===== src/rtl/noc_pkg.sv =====
// Shared mesh NoC types: router port ids, packet-parse states and default link widths.
package noc_pkg;

    localparam int DEFAULT_FLIT_WIDTH = 32;
    localparam int DEFAULT_SIZE_WIDTH = 16;

    typedef enum logic [2:0] {
        EAST  = 3'd0,
        WEST  = 3'd1,
        NORTH = 3'd2,
        SOUTH = 3'd3,
        LOCAL = 3'd4
    } e_port;

    typedef enum logic [1:0] {
        HEADER,
        SIZE,
        PAYLOAD
    } e_pkt_state;

endpackage


===== src/rtl/noc_link_fifo.sv =====
// Circular flit FIFO, DEPTH a power of two; head visible the cycle after push, no bypass.
// Pushes while full and pops while empty are dropped without touching state.
module noc_link_fifo #(
    parameter int WIDTH = 32,
    parameter int DEPTH = 4
) (
    input  logic                       clock,
    input  logic                       reset,
    input  logic                       push,
    input  logic [WIDTH-1:0]           din,
    input  logic                       pop,
    output logic [WIDTH-1:0]           head,
    output logic [$clog2(DEPTH):0]     occupancy,
    output logic                       full,
    output logic                       empty
);
    localparam int AW = $clog2(DEPTH);
    localparam logic [AW:0] FULL_OCC = (AW+1)'(DEPTH);

    logic [WIDTH-1:0] mem [DEPTH];
    logic [AW-1:0]    wr_ptr;
    logic [AW-1:0]    rd_ptr;
    logic [AW:0]      occ;
    logic             do_push;
    logic             do_pop;

    assign full    = (occ == FULL_OCC);
    assign empty   = (occ == '0);
    assign do_push = push & ~full;
    assign do_pop  = pop & ~empty;

    assign head      = mem[rd_ptr];
    assign occupancy = occ;

    // Storage carries no reset; consumers qualify head with empty.
    always_ff @(posedge clock) begin
        if (do_push) begin
            mem[wr_ptr] <= din;
        end
    end

    always_ff @(posedge clock or posedge reset) begin
        if (reset) begin
            wr_ptr <= '0;
            rd_ptr <= '0;
            occ    <= '0;
        end else begin
            if (do_push) begin
                wr_ptr <= wr_ptr + AW'(1);
            end
            if (do_pop) begin
                rd_ptr <= rd_ptr + AW'(1);
            end
            case ({do_push, do_pop})
                2'b10:   occ <= occ + (AW+1)'(1);
                2'b01:   occ <= occ - (AW+1)'(1);
                default: occ <= occ;
            endcase
        end
    end

endmodule


===== src/rtl/noc_link_stage.sv =====
// Credit-flow-controlled retiming buffer for one mesh link direction, with packet-aware counters.
// Latency >= 1 cycle; credit_o drops while full and a same-cycle pop does not re-open it.
module noc_link_stage
    import noc_pkg::*;
#(
    parameter int FLIT_WIDTH = DEFAULT_FLIT_WIDTH,
    parameter int DEPTH      = 4,
    parameter int SIZE_WIDTH = DEFAULT_SIZE_WIDTH,
    parameter int CNT_WIDTH  = 32
) (
    input  logic                  clock,
    input  logic                  reset,
    input  logic [FLIT_WIDTH-1:0] data_i,
    input  logic                  rx_i,
    output logic                  credit_o,
    output logic [FLIT_WIDTH-1:0] data_o,
    output logic                  tx_o,
    input  logic                  credit_i,
    input  logic                  clear_i,
    output logic [CNT_WIDTH-1:0]  flit_count_o,
    output logic [CNT_WIDTH-1:0]  pkt_count_o,
    output logic [CNT_WIDTH-1:0]  stall_count_o,
    output logic                  in_packet_o
);
    logic [FLIT_WIDTH-1:0]     head;
    logic [$clog2(DEPTH):0]    occupancy;
    logic                      full;
    logic                      empty;
    logic                      push;
    logic                      pop;

    e_pkt_state                state, state_nxt;
    logic [SIZE_WIDTH-1:0]     remaining, remaining_nxt;
    logic                      pkt_done;

    logic [CNT_WIDTH-1:0]      flit_count;
    logic [CNT_WIDTH-1:0]      pkt_count;
    logic [CNT_WIDTH-1:0]      stall_count;

    assign credit_o = ~full;
    assign tx_o     = (occupancy != '0);
    assign data_o   = empty ? '0 : head;
    assign push     = rx_i & credit_o;
    assign pop      = tx_o & credit_i;

    noc_link_fifo #(
        .WIDTH (FLIT_WIDTH),
        .DEPTH (DEPTH)
    ) u_fifo (
        .clock     (clock),
        .reset     (reset),
        .push      (push),
        .din       (data_i),
        .pop       (pop),
        .head      (head),
        .occupancy (occupancy),
        .full      (full),
        .empty     (empty)
    );

    always_ff @(posedge clock or posedge reset) begin
        if (reset) begin
            state     <= HEADER;
            remaining <= '0;
        end else begin
            state     <= state_nxt;
            remaining <= remaining_nxt;
        end
    end

    // Parser moves only on delivered flits, so backpressure never skews packet boundaries.
    always_comb begin
        state_nxt     = state;
        remaining_nxt = remaining;
        pkt_done      = 1'b0;
        if (pop) begin
            case (state)
                HEADER: state_nxt = SIZE;
                SIZE: begin
                    remaining_nxt = data_o[SIZE_WIDTH-1:0];
                    if (data_o[SIZE_WIDTH-1:0] == '0) begin
                        state_nxt = HEADER;
                        pkt_done  = 1'b1;
                    end else begin
                        state_nxt = PAYLOAD;
                    end
                end
                PAYLOAD: begin
                    remaining_nxt = remaining - SIZE_WIDTH'(1);
                    if (remaining == SIZE_WIDTH'(1)) begin
                        state_nxt = HEADER;
                        pkt_done  = 1'b1;
                    end
                end
                default: state_nxt = HEADER;
            endcase
        end
    end

    always_ff @(posedge clock or posedge reset) begin
        if (reset) begin
            flit_count  <= '0;
            pkt_count   <= '0;
            stall_count <= '0;
        end else if (clear_i) begin
            flit_count  <= '0;
            pkt_count   <= '0;
            stall_count <= '0;
        end else begin
            if (pop) begin
                flit_count <= flit_count + CNT_WIDTH'(1);
            end
            if (pkt_done) begin
                pkt_count <= pkt_count + CNT_WIDTH'(1);
            end
            if (tx_o && !credit_i) begin
                stall_count <= stall_count + CNT_WIDTH'(1);
            end
        end
    end

    assign flit_count_o  = flit_count;
    assign pkt_count_o   = pkt_count;
    assign stall_count_o = stall_count;
    assign in_packet_o   = (state != HEADER);

endmodule


===== config.mk =====
export PLATFORM = sky130hd
export DESIGN_NAME = noc_link_stage
export DESIGN_NICKNAME = d
export VERILOG_FILES = /design/src/rtl/noc_pkg.sv /design/src/rtl/noc_link_fifo.sv /design/src/rtl/noc_link_stage.sv
export SDC_FILE = /design/constraint.sdc
export NUM_CORES = 1
export LEC_CHECK = 0
export ABC_AREA = 0
export CAP_MARGIN = 15
export CORE_MARGIN = 2
export CORE_UTILIZATION = 57
export DETAILED_ROUTE_END_ITERATION = 16
export DONT_BUFFER_PORTS = 1
export HOLD_SLACK_MARGIN = 0.08
export MAX_ROUTING_LAYER = met4
export PLACE_DENSITY = 0.71
export SETUP_SLACK_MARGIN = 0.4
export SYNTH_ARGS = -nofsm -noshare
export SYNTH_HDL_FRONTEND = slang
export SYNTH_SLANG_ARGS = --single-unit

===== constraint.sdc =====
create_clock -name clock -period 4.1 [get_ports clock]
set_input_delay 0.41 -clock clock [delete_from_list [all_inputs] [get_ports clock]]
set_output_delay 0.41 -clock clock [all_outputs]
set_load 0.05 [all_outputs]

* Word-level counts from Yosys, hierarchy flattened
Memories as Yosys holds them, arrays and structs flattened.
Cells that the tools add are included.
W data, S select, Z words.
** Word-level totals
- Register bits :: 121
- Bits in writable memories :: 128
- Input port bits :: 37
- Output and inout port bits :: 131
- Logic and storage cells :: 62
- Memories :: 1
** Memories
- u_fifo.mem :: depth 4, width 32, rd ports 1, clocked after Yosys merged registers in 0, wr ports 1, RTL line noc_link_fifo.sv:20 : logic [WIDTH-1:0] mem [DEPTH];
** Cells by class
- Add/subtract/negate cells :: 8
- Eq/ne operators :: 7
- Muxes and demuxes :: 18
- Bitwise operators :: 6
- Reductions and logical operators :: 14
** Operators by type and width (count)
- $mux W32 :: 7
- $add A32 B1 Y32 const B :: 3
- $pmux W16 S2 :: 1
- $eq A16 B1 Y1 const B :: 1
- $logic_not A16 Y1 :: 1
- $sub A16 B1 Y16 const B :: 1
- $reduce_bool A2 Y1 :: 6
- $pmux W2 S3 :: 1
- $pmux W3 S2 :: 1
- $mux W1 :: 5
- $add A2 B1 Y2 const B :: 2
- $and A1 B1 Y1 :: 4
- $eq A2 B1 Y1 const B :: 2
- $eq A2 B2 Y1 const B :: 2
- $mux W2 :: 2
- $reduce_and A2 Y1 :: 2
- $add A3 B1 Y3 const B :: 1
- $eq A3 B3 Y1 const B :: 1
- $logic_not A3 Y1 :: 1
- $reduce_bool A3 Y1 :: 1
- $sub A3 B1 Y3 const B :: 1
- $logic_not A2 Y1 :: 1
- $ne A2 B2 Y1 const B :: 1
- $not A1 Y1 :: 2
- other kinds (3) :: 3

* Logic depth before layout (Yosys ltp)
- Depth in word-level cells :: 8
- Gate-level depth with buffers :: 10
- Depth with buffers taken out :: 10

* Cells and area by module
From an unflattened synthesis, not the netlist that was laid out.
** Unflattened totals
- Cell total of the unflattened synthesis :: 895
- Area total of the unflattened synthesis :: 11404.7 sq um
** By module, submodules not included
- noc_link_stage :: instances 1, cells an instance 689, area an instance 6309.8 sq um, seq. area each 2852.7 sq um
- noc_link_fifo :: instances 1, cells an instance 206, area an instance 5094.9 sq um, seq. area each 4018.9 sq um

* Least setup slack after synthesis
OpenSTA, ideal clock, no wires.
- Kind :: register to register
- Start point :: register u_fifo.rd_ptr[1]
- End point :: register pkt_count[17], in the netlist pkt_count_o[17]
- Setup time :: 0.078 ns
- Arrival :: 2.666 ns
- Data required time :: 4.022 ns
- Path slack :: 1.356 ns
- Cell stages (with the launch flop) :: 10
- Buffers on the path :: 3
- Period minus slack after synthesis :: 2.744 ns
- Path through :: dfrtp_1 -> clkbuf_1 -> clkbuf_1 -> mux4_2 -> nor4_1 -> and4_1 -> a31oi_1 -> buf_2 -> or4_1 -> a21oi_1
** Between the ends
- Longest elaborated chain between the ends :: 7
** Ends and longest elaborated chain
- from (decl) :: RTL line noc_link_fifo.sv:22 : logic [AW-1:0] rd_ptr;
- from (signal assigned) :: RTL line noc_link_fifo.sv:52 : rd_ptr <= rd_ptr + AW'(1);
- $mem_v2 Z4 W32
- $mux W32 :: RTL line noc_link_stage.sv:42 : assign data_o = empty ? '0 : head;
- $logic_not A16 Y1 :: RTL line noc_link_stage.sv:81 : if (data_o[SIZE_WIDTH-1:0] == '0) begin
- $mux W1 :: RTL line noc_link_stage.sv:81
- $pmux W1 S2 :: RTL line noc_link_stage.sv:77 : case (state)
- $mux W1 :: RTL line noc_link_stage.sv:76 : if (pop) begin
- $reduce_bool A2 Y1 (no line)
- to (signal assigned) :: RTL line noc_link_stage.sv:114 : pkt_count <= pkt_count + CNT_WIDTH'(1);
- to (decl) :: RTL line noc_link_stage.sv:37 : logic [CNT_WIDTH-1:0] pkt_count;
No other way between the ends.
A chain may end at the register's enable or synchronous reset.

* Final worst setup path
- Start point :: register u_fifo.rd_ptr[0]
- End point :: register pkt_count[26], in the netlist pkt_count_o[26]
The elaborated chain is that of the path after synthesis.

==> qor.csv <==
metric;value;unit
run_status;completed;
cts-resized-gates;0;
die_height;144.1;um
groute.usage.overall;0.2320;
critical_path_class;flop to flop;
max_slew.worst_pin.slew;0.9967;ns
cp_num_cells;7;
vias_per_cell;5.877;
synthesis.yosys.warnings;0;
antenna_left;0;
antenna_cells;0;
syn_area;11190;um^2
ios;168;
synth.ff_latch_count;249;
place_hpwl;15.26;mm
vdd_ir_drop_max;0.5191;mV
timing.critical_path.slowest_stage_cell;sky130_fd_sc_hd__dfrtp_2;
holdPathStages;3;
fin_crit_sh;0.7764;
worstHoldPathType;input port to flop;
path_clk_slew;0.06;ns
report.final.setup_viol;0;
synthSimpleGateAreaFrac;0.1628;
finClkSkew;0.01248;ns
critical_path.endpoint_type;flop;
synth_area_in_xor_xnor;0.05401;
layout_min_cycle_time;3.183;ns
cts_tree;done;
netlist_instances;909;
list_of_cells_traversed_by_the_critical_path;mux4_2 -> nor4_1 -> and4_1 -> a31oi_2 -> buf_4 -> or4_1 -> a21oi_1;
worst_r2r_path_depth;7;
ctsRootBufferMaster;sky130_fd_sc_hd__clkbuf_16;
critical_path.n_buffers_inverters;1;
cts_setup_buffers;0;
num-nets-final;1001;
cp.required;4.55;ns
critical_path_peak_fanout;39;
core;19330;um^2
synthArstFlopShare;0.4859;
grt_start_max_net_pins;96;
cts_hold_buf;35;
fill_cells;1430;
clock_latency_at_the_later_pin_of_the_worst_skew_pair;0.54;ns
synth_top_family_by_area;simple AND/OR/NAND/NOR gates;
cts_sinks;249;
cts_max_path_buffers;3;
drv_slew;0;
fin_total_pwr;8.404;mW
final_weighted_congestion_in_routability_driven_placement;0.8466;
globalRoute.totalOverflow;0;
die_x;144.1;um
finalSetupTns;0;ns
antenna_found_initial;0;
wirelength;23.50;mm
synth.yosys.seq_area_share;0.6141;
area.growth.synth_to_final;13.32;%
h-tree-depth;1;
achievable-frequency;314.2;MHz
floorplan.die_area;20770;um^2
p_per_area;662.8;nW/um^2
primary_flip_flop_cell_chosen_by_synthesis_mapping;sky130_fd_sc_hd__edfxtp_1;
drt_first_pass_iters;4;
cts_inserted_buffers;27;
worst_ep_arrival_time;3.64;ns
critical_path.top_delay_family;simple AND/OR/NAND/NOR gates;
routed_wire_length_per_instance;19.02;um
drcViolationCount;0;
grt_pass1_wl;36.89;mm
post_synth_mux_area_share;0.06720;
first_global_vias;7057;
unrepaired_setup_endpoints_after_global_routing;no;
timing.critical_path.slowest_cell_delay;0.72;ns
maxSlewHeadroom;0.3294;
max_cap_violations;0;
yosys.area_share.adder;0.01633;
post_synth_edffs;128;
syn_avg_cell_area;12.31;um^2
netlist-cell-type-count;53;
power_leakage;4.735;nW
final-hold-violation-count;0;
row_count;51;
floorplan.initialDensity;0.5787;
detailed_router_s_first_iteration_violation_count;304;
route.vias.total;7258;
worstSetupStartpointType;flop;
postSynthNetCount;960;
portBuffers;0;
synth_compound_area_frac;0.06206;
drive_gt1_frac;0.09897;
-- cell usage in the layout, fill, tap and decap left out, types with 6 or more instances in the layout --
cell type	n
sky130_fd_sc_hd__a21oi_1	44
sky130_fd_sc_hd__clkbuf_1	6
sky130_fd_sc_hd__nand4_1	16
sky130_fd_sc_hd__and3_1	26
sky130_fd_sc_hd__nor4_1	10
sky130_fd_sc_hd__dfrtp_1	120
sky130_fd_sc_hd__buf_4	15
sky130_fd_sc_hd__nand2_1	61
sky130_fd_sc_hd__clkinv_2	8
sky130_fd_sc_hd__and2_1	35
sky130_fd_sc_hd__o21ai_0	12
sky130_fd_sc_hd__o31ai_1	9
sky130_fd_sc_hd__edfxtp_1	128
sky130_fd_sc_hd__xnor2_1	29
sky130_fd_sc_hd__nand3_1	42
sky130_fd_sc_hd__nor2_1	92
sky130_fd_sc_hd__clkbuf_16	27
sky130_fd_sc_hd__inv_1	24
sky130_fd_sc_hd__or3_1	26
sky130_fd_sc_hd__ha_1	13
sky130_fd_sc_hd__and4_1	6
sky130_fd_sc_hd__or4_1	10
sky130_fd_sc_hd__nor3_1	17
sky130_fd_sc_hd__dlygate4sd3_1	34
sky130_fd_sc_hd__xor2_1	40
sky130_fd_sc_hd__mux4_2	32
sky130_fd_sc_hd__o21ai_1	36
-- sequential cells by signal (all words and copies together), names as in the netlist --
register,cells
flit_count_o,32
pkt_count_o,32
remaining,16
stall_count_o,32
state,2
u_fifo.mem,128
u_fifo.occupancy,3
u_fifo.rd_ptr,2
u_fifo.wr_ptr,2
-- cells in the mapped netlist (3+ instances only) --
master | number | area, um^2
sky130_fd_sc_hd__inv_1 | 25 | 93.84
sky130_fd_sc_hd__or4_1 | 10 | 75.07
sky130_fd_sc_hd__mux4_2 | 32 | 720.7
sky130_fd_sc_hd__and3_1 | 26 | 162.7
sky130_fd_sc_hd__nand3_1 | 42 | 210.2
sky130_fd_sc_hd__and4_1 | 6 | 52.55
sky130_fd_sc_hd__dfrtp_1 | 121 | 3028
sky130_fd_sc_hd__nor3_1 | 17 | 85.08
sky130_fd_sc_hd__clkbuf_1 | 32 | 120.1
sky130_fd_sc_hd__xor2_1 | 40 | 350.3
sky130_fd_sc_hd__edfxtp_1 | 128 | 3844
sky130_fd_sc_hd__nand4_1 | 16 | 100.1
sky130_fd_sc_hd__buf_2 | 3 | 15.01
sky130_fd_sc_hd__ha_1 | 13 | 162.7
sky130_fd_sc_hd__o21ai_1 | 36 | 180.2
sky130_fd_sc_hd__nand2_1 | 61 | 229.0
sky130_fd_sc_hd__nor4_1 | 10 | 62.56
sky130_fd_sc_hd__a32oi_1 | 3 | 26.28
sky130_fd_sc_hd__xnor2_1 | 29 | 254.0
sky130_fd_sc_hd__o31ai_1 | 9 | 67.56
sky130_fd_sc_hd__and2_1 | 35 | 219.0
sky130_fd_sc_hd__or3_1 | 26 | 162.7
sky130_fd_sc_hd__a31oi_1 | 4 | 25.02
sky130_fd_sc_hd__nor2_1 | 92 | 345.3
sky130_fd_sc_hd__o21ai_0 | 12 | 60.06
sky130_fd_sc_hd__nor2b_1 | 3 | 18.77
sky130_fd_sc_hd__a21oi_1 | 44 | 220.2
-- through the flow --
stage	std cells	cell area (um^2)	hold WS [ns]	setup slack [ns]	utilization
2_1_floorplan	909	11190	0.4571	0.4758	-
3_3_place_gp	1151	11480	0.4818	0.9195	0.5939
3_5_place_dp	1151	11480	0.4823	0.8895	0.5939
4_1_cts	1235	12680	0.09161	0.8655	0.6558
5_1_grt	1235	12680	0.1247	0.6780	0.6558
6_report	1235	12680	0.1073	0.9169	0.6558
-- layer usage --
layer  vias to the layer above  routed length [um]  share of wire  GRT usage
li1                       3416                   -              -          -
met1                      3600                9691           0.41     0.2958
met2                       210               11460           0.49     0.3764
met3                        32                1782          0.076    0.05596
met4                         0                 559          0.024    0.06347
met5                         -                   0              0          -
-- path summary, 6_finish.rpt --
check / endpoint / start / slack (ns)
worst max-delay path: pkt_count_o[26]$_DFFE_PP0P_ / u_fifo.rd_ptr[0]$_DFFE_PP0P_ / 0.92
worst min-delay path: stall_count_o[1]$_DFFE_PP0P_ / credit_i / 0.11
worst max register to register: pkt_count_o[26]$_DFFE_PP0P_ / u_fifo.rd_ptr[0]$_DFFE_PP0P_ / 0.92
worst min register to register: remaining[14]$_DFFE_PP0P_ / remaining[14]$_DFFE_PP0P_ / 0.51
max in group asynchronous: stall_count_o[30]$_DFFE_PP0P_ / reset / 2.61
min in group asynchronous: u_fifo.rd_ptr[0]$_DFFE_PP0P_ / reset / 0.58
-- cells by family after synthesis --
kind of cell / Yosys count
AND/OR/NAND/NOR: 355
flip-flops: 249
AO/OA/AOI/OAI: 122
XOR/XNOR: 69
buffers and inverters: 65
multiplexers: 35
adder cells (fa/ha/maj): 14
-- worst register-to-register path, delay by kind of cell, from the launching register on --
kind	cells	cell delay, ns
and+or+nand+nor	3	1.28
DFF	1	0.72
muxes	1	0.59
AOI/OAI and AO/OA	2	0.26
buffers and inverters	1	0.25
-- area by class of cell --
type / instances / area [um^2] / area share
clock buffers: 34 / 711.9 / 0.05615
inverters: 27 / 103.9 / 0.008190
clock inverters: 15 / 117.6 / 0.009276
well taps: 265 / 331.6 / 0.02615
flip-flops and latches: 249 / 6873 / 0.5420
repair buffers: 50 / 480.5 / 0.03789
multi-input cells: 595 / 4061 / 0.3203
-- report_power, final --
part | total (mW) | internal, mW | switching (mW)
Combinational | 2.79 | 0.807 | 1.98
Sequential | 3.35 | 3.05 | 0.306
Clock | 2.26 | 1.30 | 0.962
Total | 8.40 | 5.15 | 3.25
Power figures use the tool's default switching activity.
